### config.mk
export PLATFORM = sky130hd
export DESIGN_NAME = tcam_update_ctrl
export DESIGN_NICKNAME = d
export VERILOG_FILES = /design/src/rtl/fractcam_pkg.sv /design/src/rtl/tcam_wdata_gen.sv /design/src/rtl/tcam_update_ctrl.sv
export SDC_FILE = /design/constraint.sdc
export NUM_CORES = 1
export LEC_CHECK = 0
export BUFFER_PORTS_ARGS = -buffer_cell sky130_fd_sc_hd__buf_2
export CORE_MARGIN = 2
export CORE_UTILIZATION = 29
export DETAILED_ROUTE_END_ITERATION = 7
export PLACE_DENSITY = 0.51
export SLEW_MARGIN = 20
export SYNTH_ARGS = -nofsm -noshare
export SYNTH_HDL_FRONTEND = slang
export SYNTH_SLANG_ARGS = --single-unit
export TNS_END_PERCENT = 20
### constraint.sdc
create_clock -name clk -period 4.55 [get_ports clk]
set_input_delay 0.2275 -clock clk [delete_from_list [all_inputs] [get_ports clk]]
set_output_delay 0.2275 -clock clk [all_outputs]
set_load 0.03 [all_outputs]
### src/rtl/fractcam_pkg.sv
// Shared constants and FSM encoding for the fractured-TCAM update path.
// One LUTRAM slice column covers 5 key bits, so each entry is rewritten over 32 addresses.
package fractcam_pkg;

  localparam int SLICE_WIDTH   = 5;
  localparam int LUT_DEPTH     = 32;
  localparam int SETTLE_CYCLES = 1;

  typedef enum logic [1:0] {
    IDLE   = 2'd0,
    WRITE  = 2'd1,
    SETTLE = 2'd2
  } state_e;

endpackage

### src/rtl/tcam_wdata_gen.sv
// Per-column LUTRAM write data: a column bit is 1 when LUT address cnt matches the
// masked 5-bit key slice of that column.
module tcam_wdata_gen
  import fractcam_pkg::*;
#(
  parameter int WIDTH = 10,
  parameter int COLS  = 2
) (
  input  logic [WIDTH-1:0] key,
  input  logic [WIDTH-1:0] mask,
  input  logic             del_en,
  input  logic [4:0]       cnt,
  output logic [COLS-1:0]  wdata
);

  localparam int PW = COLS * SLICE_WIDTH;

  logic [PW-1:0] key_pad_s;
  logic [PW-1:0] mask_pad_s;

  // Zero-extension leaves the padded mask bits at 0, so padded positions always match.
  always_comb begin
    key_pad_s  = PW'(key);
    mask_pad_s = PW'(mask);
  end

  // Match of every LUT address against each masked key slice.
  always_comb begin
    wdata = '0;
    for (int c = 0; c < COLS; c++) begin
      if (del_en) begin
        wdata[c] = 1'b0;
      end else begin
        wdata[c] = (((cnt ^ key_pad_s[c*SLICE_WIDTH +: SLICE_WIDTH]) &
                     mask_pad_s[c*SLICE_WIDTH +: SLICE_WIDTH]) == 5'd0);
      end
    end
  end

endmodule

### src/rtl/tcam_update_ctrl.sv
// Update controller for a LUTRAM-based TCAM: rewrites one entry over 32 LUT addresses,
// then settles one cycle, arbitrating TCAM access with a search requester.
module tcam_update_ctrl
  import fractcam_pkg::*;
#(
  parameter int  WIDTH = 10,
  parameter int  DEPTH = 64,
  localparam int COLS  = (WIDTH + SLICE_WIDTH - 1) / SLICE_WIDTH,
  localparam int IW    = (DEPTH > 1) ? $clog2(DEPTH) : 1
) (
  input  logic             clk,
  input  logic             rst,
  input  logic             wr_valid,
  output logic             wr_ready,
  input  logic [IW-1:0]    wr_index,
  input  logic [WIDTH-1:0] wr_key,
  input  logic [WIDTH-1:0] wr_mask,
  input  logic             wr_delete,
  input  logic             srch_valid,
  output logic             srch_grant,
  output logic [4:0]       lut_waddr,
  output logic [COLS-1:0]  lut_wdata,
  output logic [DEPTH-1:0] lut_we,
  output logic             busy,
  output logic             err_index
);

  localparam logic [IW:0] DEPTH_W     = (IW + 1)'(DEPTH);
  localparam logic [4:0]  CNT_LAST    = 5'(LUT_DEPTH - 1);
  localparam logic [4:0]  SETTLE_LAST = 5'(SETTLE_CYCLES - 1);

  state_e           state_r;
  state_e           state_s;
  logic [4:0]       cnt_r;
  logic             fair_r;
  logic [IW-1:0]    idx_r;
  logic [WIDTH-1:0] key_r;
  logic [WIDTH-1:0] mask_r;
  logic             del_r;

  logic             ready_s;
  logic             grant_s;
  logic             hs_s;
  logic             in_write_s;
  logic             idx_ok_s;
  logic [COLS-1:0]  gen_wdata_s;

  // Next-state and arbitration; the write side wins unless a search is owed a turn.
  always_comb begin
    state_s = state_r;
    ready_s = 1'b0;
    grant_s = 1'b0;
    hs_s    = 1'b0;
    case (state_r)
      IDLE: begin
        if (rst) begin
          ready_s = 1'b0;
          grant_s = 1'b0;
        end else begin
          ready_s = !(fair_r && srch_valid);
          hs_s    = wr_valid && ready_s;
          grant_s = srch_valid && !hs_s;
        end
        if (hs_s) begin
          state_s = WRITE;
        end else begin
          state_s = IDLE;
        end
      end
      WRITE: begin
        if (cnt_r == CNT_LAST) begin
          state_s = SETTLE;
        end else begin
          state_s = WRITE;
        end
      end
      SETTLE: begin
        if (cnt_r == SETTLE_LAST) begin
          state_s = IDLE;
        end else begin
          state_s = SETTLE;
        end
      end
      default: begin
        state_s = IDLE;
      end
    endcase
  end

  // State, phase counter and search fairness flag.
  always_ff @(posedge clk or posedge rst) begin
    if (rst) begin
      state_r <= IDLE;
      cnt_r   <= 5'd0;
      fair_r  <= 1'b0;
    end else begin
      state_r <= state_s;
      if ((state_s == state_r) && (state_r != IDLE)) begin
        cnt_r <= cnt_r + 5'd1;
      end else begin
        cnt_r <= 5'd0;
      end
      if ((state_r == WRITE) && (state_s == SETTLE)) begin
        fair_r <= 1'b1;
      end else if ((state_r == IDLE) && (grant_s || !srch_valid)) begin
        fair_r <= 1'b0;
      end else begin
        fair_r <= fair_r;
      end
    end
  end

  // Capture of the accepted update request.
  always_ff @(posedge clk or posedge rst) begin
    if (rst) begin
      idx_r  <= '0;
      key_r  <= '0;
      mask_r <= '0;
      del_r  <= 1'b0;
    end else if (hs_s) begin
      idx_r  <= wr_index;
      key_r  <= wr_key;
      mask_r <= wr_mask;
      del_r  <= wr_delete;
    end else begin
      idx_r  <= idx_r;
      key_r  <= key_r;
      mask_r <= mask_r;
      del_r  <= del_r;
    end
  end

  tcam_wdata_gen #(
    .WIDTH (WIDTH),
    .COLS  (COLS)
  ) u_wdata_gen (
    .key    (key_r),
    .mask   (mask_r),
    .del_en (del_r),
    .cnt    (cnt_r),
    .wdata  (gen_wdata_s)
  );

  assign in_write_s = (state_r == WRITE);
  assign idx_ok_s   = ({1'b0, idx_r} < DEPTH_W);

  // LUTRAM write port is quiet outside WRITE; an out-of-range index writes nothing.
  always_comb begin
    if (in_write_s) begin
      lut_waddr = cnt_r;
      lut_wdata = gen_wdata_s;
    end else begin
      lut_waddr = 5'd0;
      lut_wdata = '0;
    end
    if (in_write_s && idx_ok_s) begin
      lut_we = DEPTH'(1) << idx_r;
    end else begin
      lut_we = '0;
    end
  end

  assign wr_ready   = ready_s;
  assign srch_grant = grant_s;
  assign busy       = (state_r != IDLE);
  assign err_index  = in_write_s && (cnt_r == 5'd0) && !idx_ok_s;

endmodule
==> results of run 1 <==
[metrics by stage]
step | total power, W | cell area (um2) | setup slack [ns] | std cells
6_report | 0.00135 | 2810 | 2.32 | 427
5_1_grt | 0.00146 | 2810 | 2.12 | 427
2_1_floorplan | 0.000965 | 2110 | 2.72 | 224
3_3_place_gp | 0.00112 | 2710 | 2.67 | 419
3_5_place_dp | 0.00113 | 2710 | 2.60 | 419
4_1_cts | 0.00138 | 2810 | 2.30 | 427
[flip-flops by register name, summed over array words and instances, names as in the netlist]
register and flops:
del_r 1, state_r 2, idx_r 6, mask_r 10
key_r 10, fair_r 1, cnt_r 5
[power by group]
| group | leakage (nW) | total, W | internal, W | switching [W] |
|---|---|---|---|---|
| registers | 0.426 | 0.000521 | 0.000406 | 0.000115 |
| logic | 1.06 | 0.000589 | 0.000247 | 0.000342 |
| clock network | 0.0515 | 0.000241 | 0.000138 | 0.000103 |
[cell usage in the layout, fill, tap and decap left out, types with 2 or more instances in the layout]
cell type	netlist	routed
inv_1	5	5
mux2_4	19	19
xor2_1	11	11
nor2b_1	7	7
nor2_1	72	72
nand3_1	9	9
ha_1	3	3
o21ai_0	3	3
a22oi_1	4	4
dfrtp_1	35	35
clkbuf_8	0	7
a211oi_1	2	2
nand2b_1	4	4
nand2_1	12	12
mux2_2	8	8
buf_2	0	104
nand3b_1	2	2
and2_1	3	3
a21oi_1	2	2
and3_1	3	3
[worst max path at each step]
| stage | from | slack [ns] | to |
|---|---|---|---|
| floorplan | state_r[1]$_DFF_PP0_ | 2.72 | del_r$_DFFE_PP0N_ |
| global placement | state_r[0]$_DFF_PP0_ | 2.67 | lut_we[32] |
| detailed placement | state_r[0]$_DFF_PP0_ | 2.60 | lut_we[50] |
| CTS | state_r[0]$_DFF_PP0_ | 2.30 | lut_we[50] |
| global route | state_r[0]$_DFF_PP0_ | 2.12 | lut_we[36] |
| finish | state_r[0]$_DFF_PP0_ | 2.32 | lut_we[32] |
[critical path, delay by kind of cell (launching register included)]
family / cells / cell delay [ns]
buffers and inverters: 1 / 0.22
flip-flops: 1 / 0.47
AND/OR/NAND/NOR: 3 / 1.03
[routing by layer]
| layer | track usage (%) | vias up |
|---|---|---|
| li1 | - | 945 |
| met1 | 16.5 | 830 |
| met2 | 22.2 | 87 |
| met3 | 4.06 | 4 |
| met4 | 3.26 | 0 |
| met5 | 0 | - |
[synth_stat cells, types with 2 or more instances]
cell      instances  area share, %
and2_1            3           0.89
mux2_2            8            4.3
buf_6             2            1.1
o21ai_0           3           0.71
a21oi_1           2           0.47
nand2b_1          4            1.2
nor2b_1           7            2.1
mux2_4           19             14
nand3_1           9            2.1
a22oi_1           4            1.4
clkbuf_1          6            1.1
inv_1             5           0.89
nor2_1           72             13
and3_1            3           0.89
dfrtp_1          35             42
nand3b_1          2           0.71
xor2_1           11            4.6
ha_1              3            1.8
nand2_1          12            2.1
a211oi_1          2           0.71
[layout make-up]
class                      count  share of cell area (%)
clock buffer                   8                    3.56
sequential                    35                    31.2
tap                           99                    4.41
multi-input combinational    175                    41.4
inverter                       5                   0.668
timing repair buffer         105                    18.8
[cell families (layout without fill, tap and decap cells)]
family                   Yosys count  count (layout)  synth area share, %
XOR/XNOR                          12              12                 4.98
buffers and inverters             14             118                 3.38
flip-flops                        35              35                 41.5
other                              1               1                0.178
AO/OA/AOI/OAI                     14              14                 5.40
adder cells (fa/ha/maj)            3               3                 1.78
AND/OR/NAND/NOR                  118             118                 25.0
multiplexers                      27              27                 17.8
==> results by group, run 1 <==
Global routing
  • Largest net degree at the start of global routing: 36
  • Total GRT Usage: 13.2%
  • Total gr overflow: 0
  • First-pass GRT wire length: 8.05 mm
  • Initial antenna violation count: 0
  • Vias in the first global route: 1681

Floorplan
  • Initial Util: 29.6%
  • Rows: 31
  • Die area: 7970 um2
  • Die W: 89.3 um
  • Core box area: 7140 um2
  • Die Y: 89.3 um
  • IO Pins: 106

STA
  • Unrepaired setup endpoints after global routing: no
  • Fmax: 0.449 GHz
  • Crit path time final: 2.23 ns
  • Min Hold Slack: 0.0934 ns
  • Setup-failing EPs final: 0
  • Setup_tns: 0 ns
  • Skew final: 0.00509 ns
  • Tcrit/Tclk final: 49.0%
  • Fin. max-slew vios: 0
  • Final hold vios: 0

Worst setup path
  • Reg2reg end: key_r[1]$_DFFE_PP0N_
  • CP required: 4.32 ns
  • Slowest CP cell: dfrtp_1
  • Worst-path fanout max: 8
  • WP data arrival: 2.00 ns
  • Cells on worst reg2reg path: 3
  • Slowest stage delay, CP: 0.47 ns
  • Nature of the critical path endpoint: output pin
  • Worst r2r src: state_r[1]$_DFF_PP0_
  • Crit-path cells: nor2b_1 -> nand3b_1 -> nor2_1 -> buf_2
  • Flop2flop setup slack: 2.80 ns
  • Critical path startpoint category: flip-flop
  • Kind of critical path: reg2out

Logic synthesis
  • Main flop type after synthesis: dfrtp_1
  • Syn Inst Count: 224
  • Cell Area, Synth: 2110 um2
  • Netlist cell types: 32
  • Syn Area/Cell: 9.42 um2
  • Post-synthesis sequential area ratio: 41.5%
  • Syn nets: 258
  • FFs w/ async S/R, synth: 100%
  • Register bit total from synthesis: 35
  • EDFF count, synth: 0
  • Yosys Warn Count: 0

Pwr
  • Pwr per Cell Area: 481 nW/um2
  • Peak supply drop: 0.000223 V
  • Leakage Power: 1.54 nW

Route
  • Total wire length: 5.31 mm
  • First drt pass iteration count: 4
  • Metal1 wirelength: 2.39 mm
  • Met2 Routed Length: 2.41 mm
  • Residual DRC: 0
  • Vias: 1866
  • ANT nets after route: 0
  • DR WL/cell: 12.4 um
  • Drt initial violations: 31
  • Via/cell ratio: 4.37
  • Routed wl met3: 483 um
  • DR top layer: met4

Placed design
  • Detailed Place HPWL: 4.13 mm
  • Final RePlAce weighted congestion: 0.736
  • Port bufs: 104

Status
  • Status: finished clean

Final layout
  • Synthesis-to-layout area growth: 33.2%
  • Final core utilization: 39.4%
  • Final net count: 361
  • Fill cells: 767
  • # diodes: 0
  • Multi-input logic area: 1160 um2
  • Share of layout cells above drive strength 1: 43.3%
  • Storage cell area: 876 um2

Clock network
  • Clk root buf: clkbuf_8
  • CTS Buf Count: 5
  • CTS sink cnt: 35
  • H-tree Lvls: 2
  • Clk buf depth: 2
  • Clock slew at reported path FFs: 0.07 ns
  • TritonCTS clock tree: built
  • Clk_lat worst skew: 0.28 ns
  • Cts hold-fix bufs: 0
  • CTS resizes: 0
  • Post-CTS Setup Inserts: 0

Hold path
  • Hold WC Path Type: in2async

Flow run
  • Max-cap violations: 0
(Power assumes the default switching activity.)
==> run 2, diff against run 1 <==
Clock period 4.55 ns to 2.17 ns, I/O delays scaled along.
==> results by group, run 2 (synthesis gave the netlist of run 1 again) <==
Placed design
  • Place WS: 0.373 ns
  • Final RePlAce weighted congestion: 0.739
  • Detailed Place HPWL: 4.21 mm
  • Port bufs: 104
  • Placed Area: 2710 um2

Flow run
  • Max-cap violations: 0

Floorplan
  • Rows: 31
  • Die area: 7970 um2
  • Die Y: 89.3 um
  • IO Pins: 106
  • Core box area: 7140 um2
  • Die W: 89.3 um
  • Initial Util: 29.6%

Pwr
  • Switch share: 41.7%
  • Peak supply drop: 0.000519 V
  • Register share of total power: 38.3%
  • Pwr per Cell Area: 1010 nW/um2
  • Comb power frac: 43.7%
  • Int Power: 0.00167 W
  • Net Sw Power: 0.00119 W
  • Clock network power share: 17.9%
  • Leakage Power: 1.55 nW

Final layout
  • Most frequent cells in the layout: 104 x buf_2, 72 x nor2_1, 35 x dfrtp_1, 19 x mux2_4, 12 x nand2_1
  • Commonest non-fill, non-tap cell in the layout: buf_2
  • Synthesis-to-layout area growth: 34.0%
  • Share of layout cells above drive strength 1: 43.8%
  • Fin area: 2830 um2
  • Storage cell area: 876 um2
  • Fill cells: 782
  • Largest regs: key_r: 10 flops, mask_r: 10 flops, idx_r: 6 flops
  • # diodes: 0
  • Final net count: 362
  • Multi-input logic area: 1170 um2

STA
  • Setup_tns: 0 ns
  • Skew final: 0.00404 ns
  • Worst setup margin: 0.231 ns
  • Fmax: 0.516 GHz
  • Tcrit/Tclk final: 89.3%
  • Crit path time final: 1.94 ns
  • Unrepaired setup endpoints after global routing: no
  • Final hold vios: 0
  • Fin. max-slew vios: 0
  • Max_slew headroom: 66.5%
  • Worst-Margin Slew: 0.501 ns
  • Setup-failing EPs final: 0

Worst setup path
  • Crit-path cells: nor2b_2 -> nand3_1 -> nor2_1 -> buf_2
  • Worst-path fanout max: 8
  • WP data arrival: 1.83 ns
  • Buf/Inv on CP: 1
  • CP required: 2.06 ns
  • Nature of the critical path endpoint: output pin
  • Slowest CP cell: dfrtp_1
  • Critical path startpoint category: flip-flop
  • CP top delay family: simple AND/OR/NAND/NOR gates
  • Slowest stage delay, CP: 0.46 ns
  • Kind of critical path: reg2out

Route
  • Via/cell ratio: 4.35
  • DR WL/cell: 12.8 um
  • Vias: 1862
  • ANT nets after route: 0
  • Residual DRC: 0
  • Total wire length: 5.48 mm
  • Drt initial violations: 42
  • First drt pass iteration count: 4

Global routing
  • Initial antenna violation count: 0
  • Total GRT Usage: 13.4%
  • Vias in the first global route: 1693
  • Total gr overflow: 0
  • First-pass GRT wire length: 8.20 mm
  • Largest net degree at the start of global routing: 36

Clock network
  • Clk_lat worst skew: 0.28 ns
  • H-tree Lvls: 2
  • TritonCTS clock tree: built
  • Clock slew at reported path FFs: 0.07 ns
  • Clk buf depth: 2
  • CTS Buf Count: 5
  • Post-CTS Setup Inserts: 0
  • Clk root buf: clkbuf_8
  • CTS sink cnt: 35

Status
  • Status: finished clean

Hold path
  • Hold WC Path Type: in2reg
## run 2: power groups by stage
stage | registers (W) | logic, W | clock network (W)
6_report | 0.00109 | 0.00125 | 0.000513
5_1_grt | 0.00113 | 0.00138 | 0.000555
4_1_cts | 0.00110 | 0.00126 | 0.000530
3_5_place_dp | 0.00111 | 0.00126 | 0
3_3_place_gp | 0.00111 | 0.00124 | 0
2_1_floorplan | 0.000994 | 0.00103 | 0
## run 2: area by class of cell
class / instances / share of cell area [%]
Multi-Input combinational cell: 175 / 41.4
Sequential cell: 35 / 31.0
Timing Repair Buffer: 106 / 19.0
Tap cell: 99 / 4.38
Clock buffer: 8 / 3.54
Inverter: 5 / 0.664
## run 2: worst paths after layout
path / from / endpoint / slack [ns] / cells after the start
worst min register to register: mask_r[6]$_DFFE_PP0N_ / mask_r[6]$_DFFE_PP0N_ / 0.52 / 1
min in group asynchronous: rst / fair_r$_DFFE_PP0P_ / 0.54 / 4
max in group asynchronous: rst / mask_r[5]$_DFFE_PP0N_ / 1.31 / 4
worst max register to register: state_r[1]$_DFF_PP0_ / mask_r[8]$_DFFE_PP0N_ / 0.40 / 3
worst max-delay path: state_r[0]$_DFF_PP0_ / lut_we[49] / 0.23 / 4
worst min-delay path: wr_index[5] / idx_r[5]$_DFFE_PP0N_ / 0.05 / 2
## run 2: metal layers
metal | track usage [%] | vias to the layer above | wire length [um]
met2 | 23.2 | 90 | 2500
met1 | 16.4 | 826 | 2450
met4 | 3.66 | 0 | 48
met3 | 3.60 | 4 | 479
met5 | 0 | - | 0
li1 | - | 942 | -
## run 2: stage by stage
| stage | cells | utilization (%) | total power, W | hold slack [ns] |
|---|---|---|---|---|
| 2_1_floorplan | 224 | - | 0.00202 | 0.257 |
| 3_3_place_gp | 419 | 38.0 | 0.00235 | 0.293 |
| 3_5_place_dp | 419 | 38.0 | 0.00237 | 0.296 |
| 4_1_cts | 428 | 39.5 | 0.00289 | 0.0439 |
| 5_1_grt | 428 | 39.6 | 0.00306 | 0.0464 |
| 6_report | 428 | 39.6 | 0.00286 | 0.0530 |
## run 2: repair_timing
item	CTS	global route
hold buffers	1	0
endpoints found under the hold margin	35	0
setup endpoints to repair	0	44
gates resized for setup	0	2
==> run 3, diff against run 2 <==
Settings changed: ABC_AREA set to 1, PLACE_DENSITY 0.51 to 0.5, TNS_END_PERCENT 20 to 5.
==> results by group, run 3 <==
Status
  • Status: finished clean

Global routing
  • Total gr overflow: 0
  • Vias in the first global route: 2349
  • Initial antenna violation count: 0
  • First-pass GRT wire length: 11.4 mm
  • Total GRT Usage: 16.6%
  • Largest net degree at the start of global routing: 36

Logic synthesis
  • Netlist cell types: 25
  • EDFF count, synth: 0
  • Most common cell in the synthesized netlist: nand2_1
  • Syn Inst Count: 335
  • Area contributors post-synth: dfrtp_1 39%, nand2_1 14%, nor2_1 13%, nand4_1 6.7%, inv_1 5.0%
  • Cell Area, Synth: 2240 um2
  • Yosys top cell by area: dfrtp_1
  • Register bit total from synthesis: 35
  • Syn nets: 369
  • Post-synthesis sequential area ratio: 39.0%
  • FFs w/ async S/R, synth: 100%
  • Top-area cell type share of the netlist area: 39.0%
  • Synth top cells by count: 84 x nand2_1, 78 x nor2_1, 35 x dfrtp_1, 30 x inv_1, 24 x nand4_1
  • Syn Area/Cell: 6.70 um2
  • Main flop type after synthesis: dfrtp_1
  • Yosys Warn Count: 0

Clock network
  • Clk_lat worst skew: 0.28 ns
  • Clock slew at reported path FFs: 0.07 ns
  • Clk root buf: clkbuf_8
  • H-tree Lvls: 2
  • CTS Buf Count: 5
  • CTS sink cnt: 35
  • Post-CTS Setup Inserts: 0
  • Clk buf depth: 2
  • TritonCTS clock tree: built

Route
  • ANT nets after route: 0
  • Residual DRC: 0
  • First drt pass iteration count: 4
  • Vias: 2475
  • Total wire length: 6.68 mm
  • Drt initial violations: 176
  • DR WL/cell: 12.5 um
  • Via/cell ratio: 4.62

STA
  • Setup-failing EPs final: 0
  • Setup_tns: 0 ns
  • Min Hold Slack: 0.0210 ns
  • Skew final: 0.00538 ns
  • Crit path time final: 1.92 ns
  • Final hold vios: 0
  • Unrepaired setup endpoints after global routing: no
  • Worst-Margin Slew: 0.599 ns
  • Tcrit/Tclk final: 88.6%
  • Fin. max-slew vios: 0
  • Max_slew headroom: 59.9%
  • Fmax: 0.520 GHz

Final layout
  • # diodes: 0
  • Share of layout cells above drive strength 1: 29.5%
  • Largest regs: key_r: 10 flops, mask_r: 10 flops, idx_r: 6 flops
  • Final net count: 467
  • Commonest non-fill, non-tap cell in the layout: buf_2
  • Most frequent cells in the layout: 104 x buf_2, 84 x nand2_1, 78 x nor2_1, 34 x dfrtp_1, 29 x inv_1
  • Synthesis-to-layout area growth: 30.2%

Floorplan
  • Initial Util: 29.5%
  • Rows: 32
  • Die W: 92.0 um
  • Die area: 8460 um2
  • Die Y: 92.0 um
  • IO Pins: 106
  • Core box area: 7610 um2

Placed design
  • Detailed Place HPWL: 4.78 mm
  • Port bufs: 104
  • Final RePlAce weighted congestion: 0.817

Worst setup path
  • CP required: 2.06 ns
  • Kind of critical path: reg2out
  • Levels on crit path: 4
  • Nature of the critical path endpoint: output pin
  • Worst-path fanout max: 14
  • WP data arrival: 1.81 ns
  • Buf/Inv on CP: 1
  • Slowest stage delay, CP: 0.54 ns
  • Reg2reg end: mask_r[4]$_DFFE_PP0N_
  • Crit-path cells: nor3_1 -> nand3_1 -> nor2_1 -> buf_2
  • Slowest CP cell: dfrtp_1
  • Cells on worst reg2reg path: 6
  • Worst r2r src: state_r[0]$_DFF_PP0_
  • Critical path startpoint category: flip-flop
  • Flop2flop setup slack: 0.62 ns
  • CP top delay family: simple AND/OR/NAND/NOR gates

Hold path
  • Hold WC Path Type: in2reg
  • Worst Hold End: mask_r[6]$_DFFE_PP0N_
  • Hold path start: wr_mask[6]
  • Worst Hold Depth: 3

Pwr
  • Peak supply drop: 0.000424 V
  • Pwr per Cell Area: 1040 nW/um2
  • Leakage Power: 1.62 nW

Flow run
  • Max-cap violations: 0
[run 3: cell count changes in the layout (fill, tap and decap cells not counted), sizes merged, moves of 10 or more]
| cell | previous run | this run |
|---|---|---|
| inv | 5 | 30 |
| mux2 | 27 | 0 |
| nand2 | 13 | 85 |
| nand3 | 9 | 23 |
| nand4 | 1 | 24 |
| nor2 | 72 | 83 |
| o21ai | 3 | 19 |
| xor2 | 11 | 1 |
[run 3: worst reg2reg max path: stages (launching register included)]
cell	delay (ns)
dfrtp_1	0.43
nor2_2	0.16
nand2_2	0.09
nor2_4	0.36
inv_2	0.23
nand2_1	0.11
nand2_1	0.05
[run 3: logic make-up (layout without fill, tap and decap cells)]
group | count (synthesis) | count (layout) | share of synthesized area, %
AND/OR/NAND/NOR | 221 | 221 | 42.6
buffers and inverters | 53 | 152 | 11.3
flip-flops | 35 | 35 | 39.0
AO/OA/AOI/OAI | 20 | 20 | 4.46
adder cells (fa/ha/maj) | 3 | 3 | 1.67
XOR/XNOR | 2 | 2 | 0.781
other | 1 | 1 | 0.167
[run 3: stage by stage]
step / utilization [%] / worst slack [ns] / instance area [um2] / power, W / instances
2_1_floorplan: - / 0.474 / 2240 / 0.00220 / 335
3_3_place_gp: 37.0 / 0.493 / 2820 / 0.00255 / 526
3_5_place_dp: 37.0 / 0.469 / 2820 / 0.00257 / 526
4_1_cts: 38.2 / 0.152 / 2910 / 0.00303 / 535
5_1_grt: 38.4 / 0.0342 / 2920 / 0.00332 / 536
6_report: 38.4 / 0.247 / 2920 / 0.00303 / 536
[run 3: worst max-delay path by stage]
| stage | from | end |
|---|---|---|
| after detailed placement | idx_r[4]$_DFFE_PP0N_ | lut_we[6] |
| after CTS | idx_r[4]$_DFFE_PP0N_ | lut_we[6] |
| final | idx_r[2]$_DFFE_PP0N_ | lut_we[3] |
| after global routing | idx_r[2]$_DFFE_PP0N_ | lut_we[43] |
| after floorplan | rst | wr_ready |
| after global placement | idx_r[4]$_DFFE_PP0N_ | lut_we[36] |
[run 3: where the power goes]
group	switching (W)	leakage, nW	total (W)	internal, W
logic	0.00106	1.15	0.00148	0.000421
clock network	0.000236	0.0422	0.000461	0.000225
registers	0.000217	0.434	0.00108	0.000865
total	0.00152	1.62	0.00303	0.00151
[run 3: routing by layer]
layer	track usage, %	part of all wire (%)	routed length [um]
met1	23.6	47	3120
met2	26.7	48	3180
met3	3.04	4.1	277
met4	3.36	1.5	97
met5	0	0	0
[run 3: area by class of cell]
cell class	count	area, um2
fill	878	4690
multi-input combinational	247	1110
sequential	35	877
timing repair buffer	111	588
tap	102	128
inverter	32	124
clock buffer	7	76.3
timing repair inverter	1	7.51
clock inverter	1	5.00
[run 3: what timing repair did]
item                                    in CTS  in global routing
hold buffers                                 1                  0
hold endpoints to repair                    35                  0
endpoints found under the setup margin       0                 29
resized for setup                            0                  3
